--- src/rtl/flow_input_scheduler_if.sv ---
// Handshake bundle between the pixel sources, the sequencer and the tagged
// accelerator input port of flow_input_scheduler.
interface flow_input_scheduler_if #(
   parameter int FLUX   = 4,
   parameter int DATA_W = 8,
   parameter int TAG_W  = 2,
   parameter int CNT_W  = 13
);
   logic                    cfg_valid;
   logic [TAG_W-1:0]        cfg_flow;
   logic [CNT_W-1:0]        cfg_count;
   logic                    cfg_ready;

   logic [FLUX-1:0]         src_valid;
   logic [FLUX*DATA_W-1:0]  src_data;
   logic [FLUX-1:0]         src_ready;

   logic [TAG_W+DATA_W-1:0] out_din;
   logic                    out_write;
   logic [FLUX-1:0]         out_full;

   logic [FLUX-1:0]         flow_active;
   logic [FLUX-1:0]         flow_done;

   modport master (
      output cfg_valid, cfg_flow, cfg_count,
      input  cfg_ready,
      output src_valid, src_data,
      input  src_ready,
      input  out_din, out_write,
      output out_full,
      input  flow_active, flow_done
   );

   modport slave (
      input  cfg_valid, cfg_flow, cfg_count,
      output cfg_ready,
      input  src_valid, src_data,
      output src_ready,
      output out_din, out_write,
      input  out_full,
      output flow_active, flow_done
   );
endinterface

--- src/rtl/flow_input_scheduler.sv ---
// Round-robin scheduler sharing one tagged accelerator write port among FLUX
// budgeted pixel sources; reports per-flow activity and completion.
module flow_input_scheduler #(
   parameter int FLUX   = 4,
   parameter int DATA_W = 8,
   parameter int TAG_W  = 2,
   parameter int CNT_W  = 13
) (
   input logic                    clk,
   input logic                    rst,
   flow_input_scheduler_if.slave  bus
);

   typedef enum logic {
      FLOW_IDLE   = 1'b0,
      FLOW_ACTIVE = 1'b1
   } flow_state_e;

   flow_state_e      state_q     [FLUX];
   flow_state_e      state_d     [FLUX];
   logic [CNT_W-1:0] remaining_q [FLUX];
   logic [CNT_W-1:0] remaining_d [FLUX];
   logic [TAG_W-1:0] rr_ptr_q;
   logic [TAG_W-1:0] rr_ptr_d;
   logic [FLUX-1:0]  done_q;
   logic [FLUX-1:0]  done_d;

   logic [FLUX-1:0]  active;
   logic [FLUX-1:0]  elig;
   logic             grant_vld;
   logic [TAG_W-1:0] grant_idx;
   logic [TAG_W-1:0] scan_idx;
   logic             arm_fire;

   always_comb begin
      for (int i = 0; i < FLUX; i++) begin
         active[i] = (state_q[i] == FLOW_ACTIVE);
      end
   end

   assign elig     = active & bus.src_valid & ~bus.out_full;
   assign arm_fire = bus.cfg_valid && bus.cfg_ready;

   assign bus.cfg_ready   = !active[bus.cfg_flow];
   assign bus.flow_active = active;
   assign bus.flow_done   = done_q;

   // Scan starts just after the last winner; TAG_W truncation gives the wrap
   // because FLUX is a power of two. No grants are issued while in reset.
   always_comb begin
      // NOTE: every combinational output gets a default before any branch so no latch is inferred.
      grant_vld = 1'b0;
      grant_idx = '0;
      scan_idx  = '0;
      for (int k = 1; k <= FLUX; k++) begin
         scan_idx = TAG_W'(int'(rr_ptr_q) + k);
         if (!grant_vld && rst && elig[scan_idx]) begin
            grant_vld = 1'b1;
            grant_idx = scan_idx;
         end
      end
   end

   always_comb begin
      bus.src_ready = '0;
      bus.out_write = grant_vld;
      bus.out_din   = '0;
      if (grant_vld) begin
         bus.src_ready[grant_idx] = 1'b1;
         bus.out_din = {grant_idx, bus.src_data[int'(grant_idx)*DATA_W +: DATA_W]};
      end
   end

   // Next-state for all flows. An arm and a grant never target the same flow:
   // arming needs the flow idle, granting needs it active.
   always_comb begin
      // NOTE: combinational next-state uses blocking '=' so later lines see earlier updates.
      state_d     = state_q;
      remaining_d = remaining_q;
      rr_ptr_d    = rr_ptr_q;
      done_d      = '0;

      if (grant_vld) begin
         rr_ptr_d               = grant_idx;
         remaining_d[grant_idx] = remaining_q[grant_idx] - CNT_W'(1);
         if (remaining_q[grant_idx] == CNT_W'(1)) begin
            state_d[grant_idx] = FLOW_IDLE;
            done_d[grant_idx]  = 1'b1;
         end
      end

      if (arm_fire) begin
         if (bus.cfg_count != '0) begin
            state_d[bus.cfg_flow]     = FLOW_ACTIVE;
            remaining_d[bus.cfg_flow] = bus.cfg_count;
         end else begin
            done_d[bus.cfg_flow] = 1'b1;
         end
      end
   end

   always_ff @(posedge clk) begin
      if (!rst) begin
         // NOTE: the budget array is cleared too, so a reset mid-transfer leaves no stale count behind.
         for (int i = 0; i < FLUX; i++) begin
            state_q[i]     <= FLOW_IDLE;
            remaining_q[i] <= '0;
         end
         rr_ptr_q <= TAG_W'(FLUX - 1);
         done_q   <= '0;
      end else begin
         // NOTE: registered state uses non-blocking '<=' so all flops update together.
         for (int i = 0; i < FLUX; i++) begin
            state_q[i]     <= state_d[i];
            remaining_q[i] <= remaining_d[i];
         end
         rr_ptr_q <= rr_ptr_d;
         done_q   <= done_d;
      end
   end

endmodule

--- src/flat_wrapper.sv ---
// flat-port wrapper written by rule: the top's interface ports become plain ports
module flow_input_scheduler_flat 
#(
   parameter int FLUX   = 4,
   parameter int DATA_W = 8,
   parameter int TAG_W  = 2,
   parameter int CNT_W  = 13
)
  (clk, rst, bus_cfg_valid, bus_cfg_flow, bus_cfg_count, bus_cfg_ready, bus_src_valid, bus_src_data, bus_src_ready, bus_out_din, bus_out_write, bus_out_full, bus_flow_active, bus_flow_done);
  flow_input_scheduler_if #(.FLUX(FLUX), .DATA_W(DATA_W), .TAG_W(TAG_W), .CNT_W(CNT_W)) bus_i ();
  input logic clk;
  input logic rst;
  input wire logic [$bits(bus_i.cfg_valid)-1:0] bus_cfg_valid;
  input wire logic [$bits(bus_i.cfg_flow)-1:0] bus_cfg_flow;
  input wire logic [$bits(bus_i.cfg_count)-1:0] bus_cfg_count;
  output wire logic [$bits(bus_i.cfg_ready)-1:0] bus_cfg_ready;
  input wire logic [$bits(bus_i.src_valid)-1:0] bus_src_valid;
  input wire logic [$bits(bus_i.src_data)-1:0] bus_src_data;
  output wire logic [$bits(bus_i.src_ready)-1:0] bus_src_ready;
  output wire logic [$bits(bus_i.out_din)-1:0] bus_out_din;
  output wire logic [$bits(bus_i.out_write)-1:0] bus_out_write;
  input wire logic [$bits(bus_i.out_full)-1:0] bus_out_full;
  output wire logic [$bits(bus_i.flow_active)-1:0] bus_flow_active;
  output wire logic [$bits(bus_i.flow_done)-1:0] bus_flow_done;
  assign bus_i.cfg_valid = bus_cfg_valid;
  assign bus_i.cfg_flow = bus_cfg_flow;
  assign bus_i.cfg_count = bus_cfg_count;
  assign bus_cfg_ready = bus_i.cfg_ready;
  assign bus_i.src_valid = bus_src_valid;
  assign bus_i.src_data = bus_src_data;
  assign bus_src_ready = bus_i.src_ready;
  assign bus_out_din = bus_i.out_din;
  assign bus_out_write = bus_i.out_write;
  assign bus_i.out_full = bus_out_full;
  assign bus_flow_active = bus_i.flow_active;
  assign bus_flow_done = bus_i.flow_done;
  flow_input_scheduler #(.FLUX(FLUX), .DATA_W(DATA_W), .TAG_W(TAG_W), .CNT_W(CNT_W)) u_core (.clk(clk), .rst(rst), .bus(bus_i));
endmodule
--- config.mk ---
export PLATFORM = sky130hd
export DESIGN_NAME = flow_input_scheduler_flat
export DESIGN_NICKNAME = d
export VERILOG_FILES = /design/src/rtl/flow_input_scheduler_if.sv /design/src/rtl/flow_input_scheduler.sv /design/src/flat_wrapper.sv
export SDC_FILE = /design/constraint.sdc
export NUM_CORES = 1
export LEC_CHECK = 0
export CORE_ASPECT_RATIO = 1.75
export CORE_MARGIN = 2
export CORE_UTILIZATION = 48
export DETAILED_ROUTE_END_ITERATION = 8
export PLACE_DENSITY = 0.79
export REMOVE_ABC_BUFFERS = 1
export SLEW_MARGIN = 10
export SYNTH_ARGS = -nofsm -noshare
export SYNTH_HDL_FRONTEND = slang
export SYNTH_SLANG_ARGS = --single-unit
--- constraint.sdc ---
create_clock -name clk -period 3.9 [get_ports clk]
set_input_delay 0.39 -clock clk [delete_from_list [all_inputs] [get_ports clk]]
set_output_delay 0.39 -clock clk [all_outputs]
set_load 0.005 [all_outputs]
==> results of run 1 <==
-- final cells by class --
cell class	instances	area [um2]
clock buffer	12	246
clock inverter	4	22.5
fill	680	2580
inverter	17	63.8
multi-input combinational	369	2790
sequential	62	1240
tap	117	146
timing repair buffer	155	1460
-- what timing repair did --
item	4_1_cts	5_1_grt
hold buffers	0	0
gates cloned	1	0
resized for setup	12	33
pin swaps	1	6
setup buffers	4	7
setup endpoints to repair	8	37
-- worst paths after layout --
| check | end | slack (ps) | cells past startpoint |
|---|---|---|---|
| min reg2reg | u_core.bus.flow_active[0]$_SDFF_PN0_ | 500 | 2 |
| max | u_core.bus.flow_done[1]$_SDFF_PN0_ | 60 | 12 |
| max reg2reg | u_core.bus.flow_done[1]$_SDFF_PN0_ | 60 | 12 |
| min | u_core.bus.flow_active[0]$_SDFF_PN0_ | 500 | 2 |
-- stage by stage --
stage	hold WS (ps)	power, W	instance area, um2	setup TNS, ps	util
2_1_floorplan	462	0.00134	4010	-2270	-
3_3_place_gp	492	0.00180	5460	-3840	0.638
3_5_place_dp	501	0.00183	5460	-5610	0.638
4_1_cts	507	0.00257	5820	-27.6	0.680
5_1_grt	514	0.00276	5980	-14.8	0.699
6_report	503	0.00265	5980	0	0.699
-- cell usage after synthesis, types with 3 or more instances --
master / number / area [um2]
mux4_2: 17 / 383
o41ai_1: 5 / 43.8
dfxtp_1: 62 / 1240
a21oi_1: 27 / 135
a31oi_1: 3 / 18.8
nor2_1: 32 / 120
o221ai_1: 8 / 70.1
buf_1: 6 / 22.5
nand2b_1: 9 / 56.3
or4_1: 7 / 52.6
or3_1: 5 / 31.3
nor3_1: 17 / 85.1
clkinv_1: 3 / 11.3
and3_1: 4 / 25.0
o21ai_0: 18 / 90.1
a211o_1: 3 / 26.3
inv_1: 13 / 48.8
nor4_1: 6 / 37.5
mux2_2: 5 / 56.3
o22ai_1: 12 / 75.1
nand4_1: 9 / 56.3
a211oi_1: 14 / 105
a22oi_1: 3 / 22.5
nand2_1: 42 / 158
and2_1: 8 / 50.1
nand3_1: 15 / 75.1
buf_2: 4 / 20.0
clkbuf_1: 26 / 97.6
xnor2_1: 15 / 131
mux2i_1: 8 / 80.1
o22a_1: 3 / 26.3
xor2_1: 8 / 70.1
or2_2: 10 / 62.6
o211ai_1: 12 / 90.1
and3b_1: 4 / 35.0
-- metal layers --
layer | up-vias | global-route usage
met4 | 0 | 0.245
met3 | 86 | 0.0536
met1 | 2283 | 0.363
met5 | - | 0
li1 | 2116 | -
met2 | 279 | 0.558
-- logic make-up (layout without fill, tap and decap cells) --
group / count (synthesis) / after routing / share of synthesized area
muxes: 33 / 33 / 0.140
buffers and inverters: 56 / 188 / 0.0554
DFF: 62 / 62 / 0.297
and+or+nand+nor: 180 / 180 / 0.228
AOI/OAI and AO/OA: 132 / 132 / 0.229
xor gates and xnor gates: 23 / 23 / 0.0482
adders and majority gates: 1 / 1 / 0.00299
-- worst register-to-register path: stages (launching register included) --
cell	delay (ps)
dfxtp_2	350
and3b_2	240
mux4_2	490
o221a_4	140
o2111a_2	300
nor2_4	130
buf_12	130
buf_12	110
buf_6	90
mux4_2	510
or4_4	550
or4_4	580
o22ai_2	180
-- power breakdown --
group / internal (W) / leakage (nW) / total [W] / switching (W)
sequential: 0.000713 / 0.507 / 0.000783 / 0.0000698
clock: 0.000444 / 0.132 / 0.000731 / 0.000288
combinational: 0.000578 / 1.73 / 0.00114 / 0.000560
-- flip-flops by register name, indices dropped and copies added (netlist names) --
register / count
u_core.bus.flow_active: 4
u_core.bus.flow_done: 4
u_core.remaining_q: 52
u_core.rr_ptr_q: 2
==> metrics.txt, run 1 <==
outcome finished, final reports clean; placed insts 708; CP max-delay cell or4_4; crit path launch type flop; max_cap viols 0; clock latency on the worst-skew pair 340 ps; prevailing post-synth register cell dfxtp_1; commonest cells after routing, fill and taps aside buf_4, clkdlybuf4s50_1, dfxtp_1, nand2_1, nor2_1; Arr. time, crit path 4110 ps; synthesized flop and latch total 62; Pwr per Cell Area 444 nW/um2; post-route ant nets 0; row count 45; maximum VDD drop 0.000295 V; clk buf depth 2; CP bufs+invs 3; crit-path max FO 6; Hold Startpoint u_core.bus.flow_active[0]$_SDFF_PN0_; pre-CTS WS -263 ps; die footprint 9500 um2; Rel. slew slack 0.0803; Worst Max-Slew Pin Slew 1370 ps; WL met3 1.03 mm; Worst Hold Class reg2reg; number of synthesized flops with an enable pin 0; WP data required 4160 ps; final setup vio count 0; Pre-Repair DR Iteration Count 5; max-slew violations 0; All-Layer GR Usage 0.333; die height 127 um; Seq/Total Area, Yosys 0.297; DR WL/cell 21.5 um; ant diodes 0; CTS Root Cell clkbuf_16; max incr delay on CP 570 ps; Routability Congestion 1.04; TritonCTS clock tree yes; library cells used by synthesis 67; Yosys warning count 0; core box area 8560 um2; Lkg Pwr 2.37 nW; crit path capture type flop; Chip Width 74.5 um; largest net degree at the start of global routing 25; Setup crit start u_core.bus.flow_active[3]$_SDFF_PN0_; Worst path top cell family by delay simple AND/OR/NAND/NOR gates; antenna violations before repair 0; post-route setup slack 55.1 ps; Async S/R FF share, synth 0; crit path cell chain and3b_2 > mux4_2 > o221a_4 > o2111a_2 > nor2_4 > buf_12 > buf_12 > buf_6 > mux4_2 > or4_4 > or4_4 > o22ai_2; global-route wire length before repair 23.9 mm; Setup Skew 5.68 ps; initial core utilization 0.488; Synth-to-Final Area Change 43.1%; Vias/cell 6.47; nets 673; DRT iter0 DRCs 374; IO Count 82; number of global-route vias before repair 4818; CTS buffer count 9; Post-DP HPWL 11.4 mm; clk slew on worst S/H paths 50 ps; Finished Layout Cells 736; DR WL met2 8.14 mm; synthesized instance count 487; final WL 15.8 mm; wl on met1 5.49 mm; Cell Area, Synth 4180 um2; most common cell after layout, fill and taps aside buf_4; GRT overflow 0; critical path class reg2reg; H-tree depth 3; Post-Syn Area per Cell 8.58 um2; uppermost layer routed met4; # port buffers 81; share of cells above drive strength 1 0.244; Max Fclk 260 MHz; Final Hold Viols 0; drt drc 0; post-layout min period 3840 ps; clock sink total 62; Vias 4764; beginning of the worst register-to-register path u_core.bus.flow_active[3]$_SDFF_PN0_; fin crit share 0.986
Power figures use the tool's default switching activity.
==> run 2, diff against run 1 <==
--- a/config.mk
+++ b/config.mk
@@ -11,7 +11,7 @@
 export DETAILED_ROUTE_END_ITERATION = 8
 export PLACE_DENSITY = 0.79
 export REMOVE_ABC_BUFFERS = 1
-export SLEW_MARGIN = 10
+export SLEW_MARGIN = 0
 export SYNTH_ARGS = -nofsm -noshare
 export SYNTH_HDL_FRONTEND = slang
 export SYNTH_SLANG_ARGS = --single-unit
==> results of run 2 <==
Final layout, timing and power as in run 1 (identical DEF).
==> run 3, diff against run 2 <==
--- a/config.mk
+++ b/config.mk
@@ -5,7 +5,7 @@
 export SDC_FILE = /design/constraint.sdc
 export NUM_CORES = 1
 export LEC_CHECK = 0
-export CORE_ASPECT_RATIO = 1.75
+export CORE_ASPECT_RATIO = 2
 export CORE_MARGIN = 2
 export CORE_UTILIZATION = 48
 export DETAILED_ROUTE_END_ITERATION = 8
==> metrics.txt, run 3 (synthesized netlist as in run 1, its figures left out) <==
Pwr per Cell Area 474 nW/um2; GRT overflow 0; Lkg Pwr 2.39 nW; max_cap viols 0; DR WL/cell 22.2 um; drt drc 0; Rel. slew slack 0.605; post-layout min period 3830 ps; CP max-delay cell or4_4; post-route setup slack 66.6 ps; number of global-route vias before repair 4721; clk buf depth 2; critical path class in2reg; DRT iter0 DRCs 482; Chip Width 70.0 um; nets 669; Worst Hold Class reg2reg; global-route wire length before repair 24.7 mm; Finished Layout Cells 715; max FFs per register 52; H-tree depth 3; maximum VDD drop 0.000404 V; crit-path max FO 4; share of cells above drive strength 1 0.229; Max Fclk 261 MHz; Reg with most FFs u_core.remaining_q; Pre-Repair DR Iteration Count 7; fin crit share 0.983; CTS Root Cell clkbuf_16; final setup vio count 0; Routability Congestion 0.966; WP data required 4160 ps; FILL cells 694; pre-CTS WS -170 ps; max incr delay on CP 580 ps; clk slew on worst S/H paths 50 ps; crit path cell chain clkdlybuf4s50_1 > and3b_2 > mux4_2 > o221a_4 > o2111a_2 > nor2_4 > buf_6 > buf_6 > mux4_2 > or4_4 > or4_4 > o22ai_2; placed insts 696; crit path capture type flop; Layout Utilization 0.701; Final Hold Viols 0; row count 48; ant diodes 0; final WL 15.9 mm; # port buffers 81; Vias 4680; IO Count 82; antenna violations before repair 0; TritonCTS clock tree yes; Multi-input gate area 2780 um2; All-Layer GR Usage 0.341; Post-DP HPWL 11.7 mm; Worst Max-Slew Pin Slew 590 ps; commonest cells after routing, fill and taps aside clkdlybuf4s50_1, buf_4, dfxtp_1, nand2_1, nor2_1; outcome finished, final reports clean; clock sink total 62; CTS buffer count 9; largest net degree at the start of global routing 35; Synth-to-Final Area Change 43.1%; max-slew violations 0; core box area 8530 um2; die height 136 um; setup TNS 0 ps; Vias/cell 6.55; most common cell after layout, fill and taps aside clkdlybuf4s50_1; crit path launch type input pin; initial core utilization 0.490; clock latency on the worst-skew pair 340 ps; die footprint 9510 um2; post-route ant nets 0; Arr. time, crit path 4100 ps; Setup Skew 5.72 ps; FF+latch area 1240 um2
## run 3: cell types whose count changed in the layout (fill, tap and decap cells not counted), moves of 3 or more
| cell | before | now |
|---|---|---|
| bufinv_16 | 0 | 3 |
| buf_4 | 67 | 62 |
| dlymetal6s2s_1 | 9 | 12 |
| buf_6 | 2 | 5 |
| clkdlybuf4s50_1 | 66 | 69 |
| dlygate4sd2_1 | 6 | 0 |
## run 3: repair_timing
action / 4_1_cts / 5_1_grt
pin swaps: 1 / 8
buffers inserted: 2 / 1
endpoints found under the hold margin: 0 / 0
hold buffers: 0 / 0
resized for setup: 2 / 34
setup endpoints to repair: 8 / 30
## run 3: critical path: cells and delay by family
family	cells	cell delay [ps]
AO/OA/AOI/OAI	3	600
buffers and inverters	3	620
multiplexers	2	980
AND/OR/NAND/NOR	4	1500
## run 3: worst paths after layout
path,start,to,slack [ps],depth (start not counted)
max,bus_src_valid[0],u_core.bus.flow_done[1]$_SDFF_PN0_,70,12
min,u_core.remaining_q[43]$_SDFF_PN0_,u_core.remaining_q[43]$_SDFF_PN0_,540,1
max reg2reg,u_core.bus.flow_active[1]$_SDFF_PN0_,u_core.bus.flow_done[1]$_SDFF_PN0_,130,11
min reg2reg,u_core.remaining_q[43]$_SDFF_PN0_,u_core.remaining_q[43]$_SDFF_PN0_,540,1
## run 3: final cells by class
class                   instances  area share
multi-input cells             369       0.464
repair buffers                151       0.238
well taps                     100      0.0209
inverters                      17      0.0111
flip-flops and latches         62       0.208
clock buffers                  10      0.0400
clock inverters                 6      0.0182
## run 3: power by group
group | switching, W | internal (W)
combinational | 0.000552 | 0.000555
clock | 0.000303 | 0.000640
sequential | 0.0000737 | 0.000713
total | 0.000928 | 0.00191
## run 3: per-layer routing
layer / routed length (um) / vias to the layer above / track usage
met5: 0 / - / 0
met4: 1240 / 0 / 0.246
met3: 1010 / 99 / 0.0689
met2: 8290 / 264 / 0.598
met1: 5350 / 2223 / 0.355
li1: - / 2094 / -
## run 3: per-stage QoR
step | total power, W | hold slack (ps) | instance area [um2]
3_5_place_dp | 0.00181 | 512 | 5490
5_1_grt | 0.00295 | 565 | 5980
4_1_cts | 0.00276 | 530 | 5860
6_report | 0.00284 | 536 | 5980
2_1_floorplan | 0.00134 | 462 | 4010
3_3_place_gp | 0.00179 | 506 | 5490
